[config.mk]
export PLATFORM = sky130hd
export DESIGN_NAME = pc_sequencer_flat
export DESIGN_NICKNAME = d
export VERILOG_FILES = /design/src/rtl/pc_sequencer_if.sv /design/src/rtl/pc_sequencer.sv /design/src/flat_wrapper.sv
export SDC_FILE = /design/constraint.sdc
export NUM_CORES = 1
export LEC_CHECK = 0
export CELL_PAD_IN_SITES_DETAIL_PLACEMENT = 2
export CELL_PAD_IN_SITES_GLOBAL_PLACEMENT = 2
export CORE_MARGIN = 2
export CORE_UTILIZATION = 25
export DETAILED_ROUTE_END_ITERATION = 6
export HOLD_SLACK_MARGIN = 0.08
export PLACE_DENSITY_LB_ADDON = 0.15
export SLEW_MARGIN = 10
export SYNTH_ARGS = -nofsm -noshare
export SYNTH_HDL_FRONTEND = slang
export SYNTH_SLANG_ARGS = --single-unit
export TNS_END_PERCENT = 1
[constraint.sdc]
create_clock -name clk -period 2 [get_ports clk]
set_input_delay 0.3 -clock clk [delete_from_list [all_inputs] [get_ports clk]]
set_output_delay 0.3 -clock clk [all_outputs]
set_load 0.1 [all_outputs]
[src/rtl/pc_sequencer_if.sv]
// rtl/pc_sequencer_if.sv - instruction-memory read bus and decode handshake between sequencer and its neighbours
interface pc_sequencer_if #(
   parameter int ADDR_W  = 11,
   parameter int INSTR_W = 16
);
   logic               imem_req;
   logic [ADDR_W-1:0]  imem_addr;
   logic               imem_valid;
   logic [INSTR_W-1:0] imem_data;
   logic               dec_valid;
   logic [INSTR_W-1:0] dec_instr;
   logic               dec_ready;

   modport master (
      output imem_req, imem_addr, dec_valid, dec_instr,
      input  imem_valid, imem_data, dec_ready
   );

   modport slave (
      input  imem_req, imem_addr, dec_valid, dec_instr,
      output imem_valid, imem_data, dec_ready
   );
endinterface

[src/rtl/pc_sequencer.sv]
// rtl/pc_sequencer.sv - fetch/issue/PC-update sequencer resolving BR, BZ and HLT
// Optional fetch watchdog enabled by defining FETCH_TIMEOUT_EN.
module pc_sequencer #(
   parameter int       ADDR_W         = 11,
   parameter int       INSTR_W        = 16,
   parameter bit [4:0] OPC_BR         = 5'b11000,
   parameter bit [4:0] OPC_BZ         = 5'b11001,
   parameter bit [4:0] OPC_HLT        = 5'b11111,
   parameter int       TIMEOUT_CYCLES = 15
) (
   input  logic              clk,
   input  logic              rst,
   input  logic [ADDR_W-1:0] current_addr,
   input  logic              zero_flag,
   pc_sequencer_if.master    bus,
   output logic              inc,
   output logic              branch_en,
   output logic [ADDR_W-1:0] branch_addr,
   output logic              halt,
   output logic [15:0]       retire_cnt,
   output logic              fetch_err
);

   typedef enum logic [2:0] {
      S_FETCH,
      S_WAIT,
      S_ISSUE,
      S_UPD,
      S_HALT
   } state_t;

   state_t             state, state_d;
   logic [INSTR_W-1:0] ir, ir_d;
   logic               req_q, req_d;
   logic [ADDR_W-1:0]  addr_q, addr_d;
   logic               dv_q, dv_d;
   logic               inc_q, inc_d;
   logic               br_q, br_d;
   logic [ADDR_W-1:0]  baddr_q, baddr_d;
   logic               halt_q, halt_d;
   logic [15:0]        retire_q, retire_d;
   logic [4:0]         opcode;

   assign opcode = ir[INSTR_W-1:INSTR_W-5];

`ifdef FETCH_TIMEOUT_EN
   logic [3:0] wait_cnt, wait_cnt_d;
   logic       err_q, err_d;
`endif

   // Every output is the registered image of the next-state decision, so
   // a pulse chosen in ISSUE becomes visible during UPD.
   always_comb begin
      state_d  = state;
      ir_d     = ir;
      req_d    = 1'b0;
      addr_d   = addr_q;
      dv_d     = 1'b0;
      inc_d    = 1'b0;
      br_d     = 1'b0;
      baddr_d  = baddr_q;
      halt_d   = halt_q;
      retire_d = retire_q;
`ifdef FETCH_TIMEOUT_EN
      wait_cnt_d = wait_cnt;
      err_d      = err_q;
`endif
      case (state)
         S_FETCH: begin
            req_d   = 1'b1;
            addr_d  = current_addr;
            state_d = S_WAIT;
`ifdef FETCH_TIMEOUT_EN
            wait_cnt_d = 4'd0;
`endif
         end
         S_WAIT: begin
            if (bus.imem_valid) begin
               ir_d    = bus.imem_data;
               dv_d    = 1'b1;
               state_d = S_ISSUE;
            end
`ifdef FETCH_TIMEOUT_EN
            else if (wait_cnt == 4'(TIMEOUT_CYCLES - 1)) begin
               err_d   = 1'b1;
               halt_d  = 1'b1;
               state_d = S_HALT;
            end else begin
               wait_cnt_d = wait_cnt + 4'd1;
            end
`endif
         end
         S_ISSUE: begin
            dv_d = 1'b1;
            if (dv_q && bus.dec_ready) begin
               dv_d     = 1'b0;
               retire_d = retire_q + 16'd1;
               if (opcode == OPC_HLT) begin
                  halt_d  = 1'b1;
                  state_d = S_HALT;
               end else if (opcode == OPC_BR || (opcode == OPC_BZ && zero_flag)) begin
                  br_d    = 1'b1;
                  baddr_d = ir[ADDR_W-1:0];
                  state_d = S_UPD;
               end else begin
                  inc_d   = 1'b1;
                  state_d = S_UPD;
               end
            end
         end
         S_UPD: begin
            state_d = S_FETCH;
         end
         S_HALT: begin
            halt_d = 1'b1;
         end
         default: begin
            state_d = S_FETCH;
         end
      endcase
   end

   always_ff @(posedge clk) begin
      if (rst) begin
         state    <= S_FETCH;
         ir       <= '0;
         req_q    <= 1'b0;
         addr_q   <= '0;
         dv_q     <= 1'b0;
         inc_q    <= 1'b0;
         br_q     <= 1'b0;
         baddr_q  <= '0;
         halt_q   <= 1'b0;
         retire_q <= 16'd0;
      end else begin
         state    <= state_d;
         ir       <= ir_d;
         req_q    <= req_d;
         addr_q   <= addr_d;
         dv_q     <= dv_d;
         inc_q    <= inc_d;
         br_q     <= br_d;
         baddr_q  <= baddr_d;
         halt_q   <= halt_d;
         retire_q <= retire_d;
      end
   end

`ifdef FETCH_TIMEOUT_EN
   always_ff @(posedge clk) begin
      if (rst) begin
         wait_cnt <= 4'd0;
         err_q    <= 1'b0;
      end else begin
         wait_cnt <= wait_cnt_d;
         err_q    <= err_d;
      end
   end

   assign fetch_err = err_q;
`else
   assign fetch_err = 1'b0;
`endif

   assign bus.imem_req  = req_q;
   assign bus.imem_addr = addr_q;
   assign bus.dec_valid = dv_q;
   assign bus.dec_instr = ir;
   assign inc           = inc_q;
   assign branch_en     = br_q;
   assign branch_addr   = baddr_q;
   assign halt          = halt_q;
   assign retire_cnt    = retire_q;

endmodule

[src/flat_wrapper.sv]
// flat-port wrapper written by rule: the top's interface ports become plain ports
module pc_sequencer_flat 
#(
   parameter int       ADDR_W         = 11,
   parameter int       INSTR_W        = 16,
   parameter bit [4:0] OPC_BR         = 5'b11000,
   parameter bit [4:0] OPC_BZ         = 5'b11001,
   parameter bit [4:0] OPC_HLT        = 5'b11111,
   parameter int       TIMEOUT_CYCLES = 15
)
  (clk, rst, current_addr, zero_flag, inc, branch_en, branch_addr, halt, retire_cnt, fetch_err, bus_imem_req, bus_imem_addr, bus_dec_valid, bus_dec_instr, bus_imem_valid, bus_imem_data, bus_dec_ready);
  pc_sequencer_if #(.ADDR_W(ADDR_W), .INSTR_W(INSTR_W)) bus_i ();
  input  logic clk;
  input  logic rst;
  input  logic [ADDR_W-1:0] current_addr;
  input  logic zero_flag;
  output logic inc;
  output logic branch_en;
  output logic [ADDR_W-1:0] branch_addr;
  output logic halt;
  output logic [15:0] retire_cnt;
  output logic fetch_err;
  output wire logic [$bits(bus_i.imem_req)-1:0] bus_imem_req;
  output wire logic [$bits(bus_i.imem_addr)-1:0] bus_imem_addr;
  output wire logic [$bits(bus_i.dec_valid)-1:0] bus_dec_valid;
  output wire logic [$bits(bus_i.dec_instr)-1:0] bus_dec_instr;
  input wire logic [$bits(bus_i.imem_valid)-1:0] bus_imem_valid;
  input wire logic [$bits(bus_i.imem_data)-1:0] bus_imem_data;
  input wire logic [$bits(bus_i.dec_ready)-1:0] bus_dec_ready;
  assign bus_imem_req = bus_i.imem_req;
  assign bus_imem_addr = bus_i.imem_addr;
  assign bus_dec_valid = bus_i.dec_valid;
  assign bus_dec_instr = bus_i.dec_instr;
  assign bus_i.imem_valid = bus_imem_valid;
  assign bus_i.imem_data = bus_imem_data;
  assign bus_i.dec_ready = bus_dec_ready;
  pc_sequencer #(.ADDR_W(ADDR_W), .INSTR_W(INSTR_W), .OPC_BR(OPC_BR), .OPC_BZ(OPC_BZ), .OPC_HLT(OPC_HLT), .TIMEOUT_CYCLES(TIMEOUT_CYCLES)) u_core (.clk(clk), .rst(rst), .current_addr(current_addr), .zero_flag(zero_flag), .bus(bus_i), .inc(inc), .branch_en(branch_en), .branch_addr(branch_addr), .halt(halt), .retire_cnt(retire_cnt), .fetch_err(fetch_err));
endmodule
==> results.toml <==
[setup_path]
arrival_ns = 1.99
crit_start = "u_core.state[0]$_SDFFE_PP0P_"
r2r_end = "u_core.retire_cnt[15]$_SDFFE_PP0P_"
crit_end = "u_core.retire_cnt[15]$_SDFFE_PP0P_"
timing.rr.start = "u_core.state[0]$_SDFFE_PP0P_"
rrSetupSlack_ns = 0.23
startpoint_type = "flip-flop"
end_kind = "flip-flop"
rr_worst_depth = 4
criticalPathCategory = "flip-flop to flip-flop"
cp_max_fo = 9
critPathRequiredTime_ns = 2.22

[sta]
rsz0062_at_grt = "false"
period_minus_slack_ns = 1.77
finClkSkew_ns = 0.00972
hold_violations = 0
max_freq_ghz = 0.564
setup_viol_count_final = 0
report.final.slew_viol_count = 0
finalCritPeriodShare_pct = 88.6

[routing]
ant_nets = 0
top_layer = "met4"
drc = 0
dr.pass1.iters = 4
via_per_inst = 4.51
wl_met2_mm = 3.77
drt_wl_total_mm = 7.57
wire_per_inst_um = 14.8
met3_wirelength_um = 403
drtIter0Drc = 52
vias = 2303
wl_met1_mm = 3.30

[status]
status = "complete, no violations"

[power]
powerDensity_nw_per_um2 = 871
ir_worst_vdd_uv = 301
p_int_mw = 2.23
p_sw_share_pct = 29.4
switching_power_uw = 929
clkPwrFrac_pct = 41.0
power_frac_comb_pct = 17.4
power_mw = 3.16
power_frac_seq_pct = 41.6
p_leak_nw = 1.45

[logic_synthesis]
synth_top_area_share_pct = 50.4
synthCells = 281
yosys_warnings = 0
syn-cell-area_um2 = 2460
synth_cell_type_count = 41
synth_top_area_cell = "dfxtp_1"
ys_seq_area_share_pct = 50.4
synth.area.top_cells = "dfxtp_1 50%, nand2_1 9.0%, a21oi_1 6.7%"
synthFlopType = "dfxtp_1"
syn_avg_cell_area_um2 = 8.77
synth_edf_count = 0
synth_nets = 314
ys_async_sr_fraction_pct = 0
ys_ff_latch = 62

[clock_network]
clockBufferDepth = 2
ctsResizeCount = 0
clock_sinks = 62
worstSkewPairLatency_ns = 0.33
cts_tree = "built"
h-tree-depth = 3
cts_setup_buffers = 0
hold_buffers = 0
clockRootBuffer = "clkbuf_8"
cts_buffers = 9
path_clk_slew_ns = 0.07

[global_routing]
grt_overflow_total = 0
antenna_found_initial = 0
grt_max_degree = 27
track_usage_pct = 14.6
grt_first_pass_wirelength_mm = 11.9
grt_pass1_vias = 2405

[floorplanning]
start_util_pct = 25.4
dieArea_um2 = 10700
num_rows = 36
die_h_um = 103
fp.dieW_um = 103
pin_count = 92
coreArea_um2 = 9680

[final_layout]
fin_area_um2 = 3620
final_nets = 406
insertedDiodeCount = 0
fill_cells = 1107
final_cell_mix = "67 x buf_4, 59 x nand2_1, 49 x dfxtp_1"
layout_commonest_cell = "buf_4"
syn_to_final_growth_pct = 47.0
drive_above_1_share_pct = 27.8
utilization_pct = 37.4

[placement]
gp_congestion = 0.690
post-dp-hpwl_mm = 5.52
dpl_cell_area_um2 = 3390
port_buffers = 90

[flow_run]
drv_cap = 0

[min_path]
hold_path.startpoint = "rst"
hold_path.class = "primary input to flip-flop"
-- worst min path at each step --
| stage | end | slack, ns | cells after the start |
|---|---|---|---|
| global route | u_core.retire_cnt[9]$_SDFFE_PP0P_ | 0.32 | 2 |
| detailed placement | u_core.bus.imem_addr[2]$_SDFFE_PP0P_ | 0.46 | 2 |
| floorplan | u_core.bus.dec_instr[14]$_SDFFE_PP0P_ | 0.43 | 2 |
| global placement | u_core.bus.imem_addr[6]$_SDFFE_PP0P_ | 0.44 | 2 |
| finish | u_core.retire_cnt[9]$_SDFFE_PP0P_ | 0.31 | 2 |
| CTS | u_core.retire_cnt[9]$_SDFFE_PP0P_ | 0.30 | 2 |
-- through the flow --
step	hold WS (ns)	TNS, ns	cells	worst slack [ns]
global route	0.317	0	511	0.0794
detailed placement	0.455	-0.514	495	-0.128
finish	0.311	0	511	0.228
CTS	0.299	0	511	0.206
global placement	0.444	-0.0575	495	-0.0361
floorplan	0.429	-0.251	281	-0.0719
-- routing by layer --
layer  track usage, %  vias to the layer above
met2             25.1                       54
met1             17.4                     1110
met4             5.77                        0
met3             4.10                       12
li1                 -                     1127
met5                0                        -
-- critical path, cell delays in order, from the launching register on --
cell and delay (ns):
dfxtp_1 0.40, nand4b_4 0.28, nor3_1 0.33, nor3b_1 0.28
mux2_2 0.36
-- power groups by stage --
stage | Clock [mW] | Combinational [mW] | Sequential, mW
3_5_place_dp | 0 | 0.557 | 1.34
4_1_cts | 1.33 | 0.558 | 1.31
2_1_floorplan | 0 | 0.123 | 1.61
6_report | 1.29 | 0.550 | 1.31
5_1_grt | 1.39 | 0.578 | 1.32
3_3_place_gp | 0 | 0.551 | 1.34
-- Yosys cell counts, types with 2 or more instances --
library cell,instances
o21ai_0,3
or3_1,3
a21oi_1,33
nor3_1,6
xnor2_1,10
nand2_1,59
nand4bb_1,2
buf_6,2
nor2b_1,2
dfxtp_1,62
nor3b_1,3
inv_1,3
mux2_2,2
nand3b_1,2
mux2i_1,11
nor2_1,31
nand4_1,2
nand2b_1,2
clkbuf_1,12
nand3_1,7
nor4_1,3
buf_1,2
-- cell type report --
class	count	area (µm²)	area share [%]
Clock buffer	13	169	4.66
Clock inverter	3	65.1	1.80
Inverter	3	11.3	0.311
Multi-Input combinational cell	198	1120	31.0
Sequential cell	62	1260	34.7
Tap cell	133	166	4.60
Timing Repair Buffer	99	828	22.9
-- flip-flops by register name, indices dropped and copies added, names as in the netlist --
| signal | count |
|---|---|
| u_core.inc | 1 |
| u_core.bus.imem_addr | 11 |
| u_core.bus.imem_req | 1 |
| u_core.retire_cnt | 16 |
| u_core.halt | 1 |
| u_core.bus.dec_valid | 1 |
| u_core.branch_addr | 11 |
| u_core.branch_en | 1 |
| u_core.bus.dec_instr | 16 |
| u_core.state | 3 |
-- cells by family after synthesis --
logic type,count (synthesis),synth area share (%)
adders and majority gates,1,0.508
xor gates and xnor gates,10,3.55
DFF,62,50.4
muxes,13,5.38
and+or+nand+nor,131,26.0
buffers and inverters,21,4.01
other,1,0.152
AOI/OAI and AO/OA,42,10.1
Note: power is estimated with default switching activity, not from simulation.
